**src/rtl/vx_raster_tile_sched_pkg.sv**
```systemverilog
// Shared types, widths and defaults for the raster tile scheduler.
package VX_raster_pkg;

  localparam int RASTER_ADDR_BITS       = 32;
  localparam int RASTER_TILE_BITS       = 16;
  localparam int RASTER_TILE_DESC_BYTES = 8;
  localparam int RASTER_MAX_PENDING     = 4;

  function automatic int tag_bits(input int max_pending);
    return (max_pending > 1) ? $clog2(max_pending) : 1;
  endfunction

  localparam int RASTER_TAG_BITS = tag_bits(RASTER_MAX_PENDING);

  typedef enum logic [1:0] {
    IDLE  = 2'd0,
    FETCH = 2'd1,
    DONE  = 2'd2
  } raster_sched_state_e;

  typedef struct packed {
    logic [RASTER_ADDR_BITS-1:0] tbuf_addr;
    logic [RASTER_TILE_BITS-1:0] tile_count;
  } raster_dcrs_t;

endpackage

```
**src/rtl/vx_raster_tile_sched_rr_dispatch.sv**
```systemverilog
// Single-entry output register feeding the raster slices in strict round-robin order.
module VX_raster_rr_dispatch #(
  parameter int NUM_SLICES = 2,
  parameter int DATA_BITS  = 64,
  localparam int RR_BITS   = (NUM_SLICES > 1) ? $clog2(NUM_SLICES) : 1
) (
  input  logic                  clk,
  input  logic                  reset,
  input  logic                  clear,
  input  logic                  load,
  input  logic [DATA_BITS-1:0]  load_data,
  output logic                  empty,
  output logic                  drain,
  output logic [NUM_SLICES-1:0] tile_valid,
  output logic [DATA_BITS-1:0]  tile_data,
  input  logic [NUM_SLICES-1:0] tile_ready
);

  logic               full;
  logic [RR_BITS-1:0] rr;

  assign empty = !full;
  // Only the slice whose turn it is can drain the register; others are never offered data.
  assign drain = full && tile_ready[rr];

  always_comb begin
    tile_valid     = '0;
    tile_valid[rr] = full;
  end

  always_ff @(posedge clk) begin
    if (reset || clear) begin
      full <= 1'b0;
      rr   <= '0;
    end else begin
      if (load) begin
        full <= 1'b1;
      end else if (drain) begin
        full <= 1'b0;
      end
      if (drain) begin
        rr <= (rr == RR_BITS'(NUM_SLICES - 1)) ? '0 : rr + 1'b1;
      end
    end
  end

  always_ff @(posedge clk) begin
    if (load) begin
      tile_data <= load_data;
    end
  end

endmodule

```
**src/rtl/vx_raster_tile_sched.sv**
```systemverilog
// Tile scheduler: fetches tile descriptors from the tile buffer and hands them to raster slices.
module vx_raster_tile_sched
  import VX_raster_pkg::*;
#(
  parameter int NUM_SLICES      = 2,
  parameter int MAX_PENDING     = 4,
  parameter int TILE_DESC_BYTES = RASTER_TILE_DESC_BYTES,
  parameter int TILE_DATA_BITS  = 64,
  localparam int TAG_BITS       = tag_bits(MAX_PENDING)
) (
  input  logic                        clk,
  input  logic                        reset,
  input  raster_dcrs_t                raster_dcrs,
  input  logic                        start,
  output logic                        busy,
  output logic                        done,
  output logic                        mem_req_valid,
  input  logic                        mem_req_ready,
  output logic [RASTER_ADDR_BITS-1:0] mem_req_addr,
  output logic [TAG_BITS-1:0]         mem_req_tag,
  input  logic                        mem_rsp_valid,
  output logic                        mem_rsp_ready,
  input  logic [TILE_DATA_BITS-1:0]   mem_rsp_data,
  input  logic [TAG_BITS-1:0]         mem_rsp_tag,
  output logic [NUM_SLICES-1:0]       tile_valid,
  output logic [TILE_DATA_BITS-1:0]   tile_data,
  input  logic [NUM_SLICES-1:0]       tile_ready,
  output raster_sched_state_e         dbg_state
);

  localparam int PEND_BITS = $clog2(MAX_PENDING) + 1;

  raster_sched_state_e         state, state_next;
  logic [RASTER_ADDR_BITS-1:0] base;
  logic [RASTER_TILE_BITS-1:0] total, req_idx, rsp_cnt;
  logic [PEND_BITS-1:0]        pending;
  logic launch, fetching, req_fire, rsp_fire, load_fire, out_empty, out_drain;

  assign launch    = (state == IDLE) && start;
  assign fetching  = (state == FETCH);
  assign req_fire  = mem_req_valid && mem_req_ready;
  assign rsp_fire  = mem_rsp_valid && mem_rsp_ready;
  assign load_fire = fetching && rsp_fire;
  assign dbg_state = state;

  always_ff @(posedge clk) begin
    if (reset) begin
      state <= IDLE;
    end else begin
      state <= state_next;
    end
  end

  // A zero-tile run spends one cycle in FETCH, so done follows start by two cycles.
  always_comb begin
    state_next = state;
    case (state)
      IDLE:    if (start) state_next = FETCH;
      FETCH:   if ((rsp_cnt == total) && (out_empty || out_drain)) state_next = DONE;
      DONE:    state_next = IDLE;
      default: state_next = IDLE;
    endcase
  end

  always_comb begin
    busy          = (state != IDLE);
    done          = (state == DONE);
    mem_req_valid = fetching && (req_idx < total) && (pending < PEND_BITS'(MAX_PENDING));
    mem_rsp_ready = fetching ? (out_empty || out_drain) : 1'b1;
  end

  // Outside FETCH responses are accepted and discarded, which flushes stale reads after a reset.
  always_ff @(posedge clk) begin
    if (reset) begin
      base    <= '0;
      total   <= '0;
      req_idx <= '0;
      rsp_cnt <= '0;
      pending <= '0;
    end else if (launch) begin
      base    <= raster_dcrs.tbuf_addr;
      total   <= raster_dcrs.tile_count;
      req_idx <= '0;
      rsp_cnt <= '0;
      pending <= '0;
    end else begin
      if (req_fire) req_idx <= req_idx + 1'b1;
      if (load_fire) rsp_cnt <= rsp_cnt + 1'b1;
      if (req_fire && !load_fire) begin
        pending <= pending + 1'b1;
      end else if (!req_fire && load_fire) begin
        pending <= pending - 1'b1;
      end
    end
  end

  assign mem_req_addr = base + RASTER_ADDR_BITS'(req_idx) * RASTER_ADDR_BITS'(TILE_DESC_BYTES);
  assign mem_req_tag  = req_idx[TAG_BITS-1:0];

  property p_rsp_in_order;
    @(posedge clk) disable iff (reset) load_fire |-> (mem_rsp_tag == rsp_cnt[TAG_BITS-1:0]);
  endproperty
  a_rsp_in_order: assert property (p_rsp_in_order);

  VX_raster_rr_dispatch #(
    .NUM_SLICES (NUM_SLICES),
    .DATA_BITS  (TILE_DATA_BITS)
  ) dispatch (
    .clk        (clk),
    .reset      (reset),
    .clear      (launch),
    .load       (load_fire),
    .load_data  (mem_rsp_data),
    .empty      (out_empty),
    .drain      (out_drain),
    .tile_valid (tile_valid),
    .tile_data  (tile_data),
    .tile_ready (tile_ready)
  );

endmodule

```
**config.mk**
```make
export PLATFORM = sky130hd
export DESIGN_NAME = vx_raster_tile_sched
export DESIGN_NICKNAME = d
export VERILOG_FILES = /design/src/rtl/vx_raster_tile_sched_pkg.sv /design/src/rtl/vx_raster_tile_sched_rr_dispatch.sv /design/src/rtl/vx_raster_tile_sched.sv
export SDC_FILE = /design/constraint.sdc
export NUM_CORES = 1
export LEC_CHECK = 0
export ABC_AREA = 1
export CELL_PAD_IN_SITES_DETAIL_PLACEMENT = 0
export CELL_PAD_IN_SITES_GLOBAL_PLACEMENT = 1
export CORE_MARGIN = 2
export CORE_UTILIZATION = 35
export DETAILED_ROUTE_END_ITERATION = 8
export GPL_ROUTABILITY_DRIVEN = 0
export PLACE_DENSITY_LB_ADDON = 0.1
export RECOVER_POWER = 100
export SYNTH_ARGS = -nofsm -noshare
export SYNTH_HDL_FRONTEND = slang
export SYNTH_SLANG_ARGS = --single-unit
```
**constraint.sdc**
```tcl
create_clock -name clk -period 2.7 [get_ports clk]
set_input_delay 0.27 -clock clk [delete_from_list [all_inputs] [get_ports clk]]
set_output_delay 0.27 -clock clk [all_outputs]
set_load 0.05 [all_outputs]
```
==> summary.txt <==
CTS
  – Clock transition at path regs: 70 ps
  – Worst skew pair latency: 420 ps
  – Clock sinks: 151
  – Clk Tree Root Cell: clkbuf_16
  – CTS Buf Count: 17
  – CTS tree: built
  – CTS H-tree depth: 4
  – Hold buffers post-CTS: 0
  – Clk buf depth: 2

Detailed routing
  – WL final: 21850 µm
  – DR pass1 iterations: 4
  – Via Count: 6591
  – Routed Antenna Nets: 0
  – Drt initial violations: 378
  – Via/cell ratio: 4.609
  – # DRC: 0
  – Avg WL per Cell: 15.28 µm

Power and ir drop
  – Pwr Total: 0.006393 W
  – Leakage power: 4.870 nW
  – Peak supply drop: 0.0004035 V
  – Power per standard cell area: 543.8 nW/µm²

GRT
  – Largest net degree at the start of global routing: 65
  – Tot GR Track Use: 0.1902
  – Vias in the first global route: 6342
  – First-pass GRT wire length: 33330 µm
  – Gr ovfl total: 0
  – Antenna violations before repair: 1

Floorplanning
  – Starting Density: 0.3571
  – Vert. Die Dim: 150.7 µm
  – Ports: 227
  – Std-Cell Rows: 53
  – Core footprint: 21090 µm²
  – Horiz. Die Dim: 150.7 µm
  – Die ar.: 22710 µm²

Synth
  – Ys async rst share: 0
  – Synth area leader: edfxtp_1
  – Synthesized Nets: 1034
  – Synth Warn #: 0
  – Post-Syn Area per Cell: 8.587 µm²
  – Register area share after synthesis: 0.4865
  – Syn Inst Count: 877
  – Number of enable flip-flop cells after synthesis: 64
  – Seq cells post-synth: 151
  – Post-synth top area share: 0.2552
  – Ys flop type: dfxtp_1
  – Yosys cell types: 45
  – Cell area after synthesis: 7531 µm²
  – Largest cells by area after synthesis: edfxtp_1, dfxtp_1, nor2_1, nand2_1, ha_1

Timing
  – Final Hold Fails: 0
  – Final worst path period need: 2675 ps
  – Fmax achieved: 373.8 MHz
  – Tcrit/Tclk final: 0.9908
  – Slew Limit Fails: 0
  – Endpoints failing setup: 0
  – RSZ-0062 raised after global routing: true
  – Final WS setup: 24.73 ps
  – Worst Tran Pin Value: 1164 ps
  – Headroom to the max-slew limit: 0.2239
  – Clock Skew: 11.49 ps

Finish
  – Area delta synth->final: 56.09%
  – Nets: 1299
  – N_diodes: 0
  – Most frequent cells in the layout: dlygate4sd3_1, nor2_1, nand2_1, inv_1, dfxtp_1
  – Design area: 11760 µm²
  – Layout cell share with drive strength beyond 1: 0.2121
  – Commonest non-fill, non-tap cell in the layout: dlygate4sd3_1
  – Cell Count, Final, Fillers Out: 1430

Setup path
  – Crit-path leading delay family: adder cells
  – Crit start category: register
  – Worst-path cell chain: ha_4 > inv_2 > fa_2 > buf_6 > inv_4 > nand4_1 > a31oi_1 > xor2_1 > clkbuf_16
  – CP peak stage delay: 380 ps
  – CP max stage cell: dfxtp_1
  – Crit. End Element: output pin
  – Crit Path Category: reg2out
  – WP buf/inv: 4
  – CP required: 2430 ps
  – CP max FO: 3
  – Crit path DAT: 2410 ps
  – Register-to-register setup slack: 120 ps

Placement
  – Setup slack after placement: 27.15 ps
  – Final HPWL DP: 16540 µm
  – Port Buf Inserts: 224
  – Cells after DPL: 1376
  – Cell Area, Placed: 10460 µm²

Min path
  – Hold Path Class: in2reg

Status
  – Status: finished, final reports clean

Run
  – Max Cap Violations: 0
cell usage after synthesis, types with 3 or more instances:
library cell	n
a211oi_1	3
a21o_1	4
a21oi_1	58
a31oi_1	4
buf_2	5
buf_4	7
clkbuf_1	12
dfxtp_1	87
edfxtp_1	64
ha_1	34
inv_1	101
inv_2	10
nand2_1	126
nand2_2	15
nand3_1	26
nand4_1	21
nor2_1	130
nor2_2	10
nor2_4	3
nor3_1	15
nor3_2	3
nor4_1	6
o21ai_0	66
o21ai_1	3
xnor2_1	8
xor2_1	30
repair_timing:
item                       in CTS  in global routing
gates cloned                    0                  0
setup buffers                   3                 19
setup endpoints to repair      18                 19
resized for setup              68                 62
pin swaps                      16                 31
cell families after synthesis:
logic type / share of synthesized area
XOR/XNOR: 0.04635
AO/OA/AOI/OAI: 0.1048
AND/OR/NAND/NOR: 0.2251
buffers and inverters: 0.07410
flip-flops: 0.4865
multiplexers: 0.001329
adder cells (fa/ha/maj): 0.06180
final timing paths:
kind | start | to | cells after the start
setup / recovery | req_idx[0]$_SDFFE_PP0P_ | mem_req_addr[25] | 9
hold / removal | tile_ready[1] | dispatch.rr$_SDFFE_PP0P_ | 2
setup reg to reg | total[9]$_SDFFE_PP0P_ | pending[2]$_SDFFE_PP0P_ | 16
hold reg to reg | base[1]$_SDFFE_PP0P_ | base[1]$_SDFFE_PP0P_ | 2
worst reg2reg max path: stages, from the launching register on:
cell     delay [ps]
dfxtp_1         330
inv_1            70
ha_1            310
nand2_1          60
inv_1            30
o21ai_0         140
nand2_1         100
a21oi_1         140
nand4_1         130
nor2_2          170
ha_1            150
inv_1            60
fa_1            380
a21oi_1         150
o21ai_1          90
o21ai_1         120
a21oi_1          40
report_power, final:
part / leakage, nW / switching, W / internal (W)
logic: 3.29 / 0.000889 / 0.000601
registers: 1.31 / 0.0000847 / 0.00253
clock network: 0.267 / 0.00107 / 0.00121
area by class of cell:
| type | count | area (µm²) |
|---|---|---|
| Timing Repair Buffer | 273 | 2892 |
| Clock buffer | 17 | 425.4 |
| Fill cell | 1910 | 9333 |
| Clock inverter | 15 | 137.6 |
| Sequential cell | 151 | 3677 |
| Tap cell | 275 | 344.1 |
| Inverter | 111 | 421.7 |
| Multi-Input combinational cell | 588 | 3857 |
metrics by stage:
stage / setup TNS, ps / util / hold slack, ps
2_1_floorplan: 0 / - / 366.6
3_3_place_gp: 0 / 0.4960 / 455.8
3_5_place_dp: 0 / 0.4960 / 466.2
4_1_cts: -41.52 / 0.5406 / 380.5
5_1_grt: -476.3 / 0.5574 / 450.5
6_report: 0 / 0.5574 / 441.6
registers in the layout, indices dropped and copies added (netlist names):
signal and flops:
dispatch.tile_data 64, total 16, pending 3, req_idx 16, rsp_cnt 16, dispatch.rr 1
base 32, dispatch.full 1, dbg_state 2
per-layer routing:
metal | global-route usage | part of all wire
met1 | 0.2432 | 0.44
met2 | 0.3307 | 0.50
met3 | 0.03818 | 0.052
met4 | 0.04486 | 0.0081
met5 | 0 | 0
No activity file was read; power rests on OpenSTA's default activity.
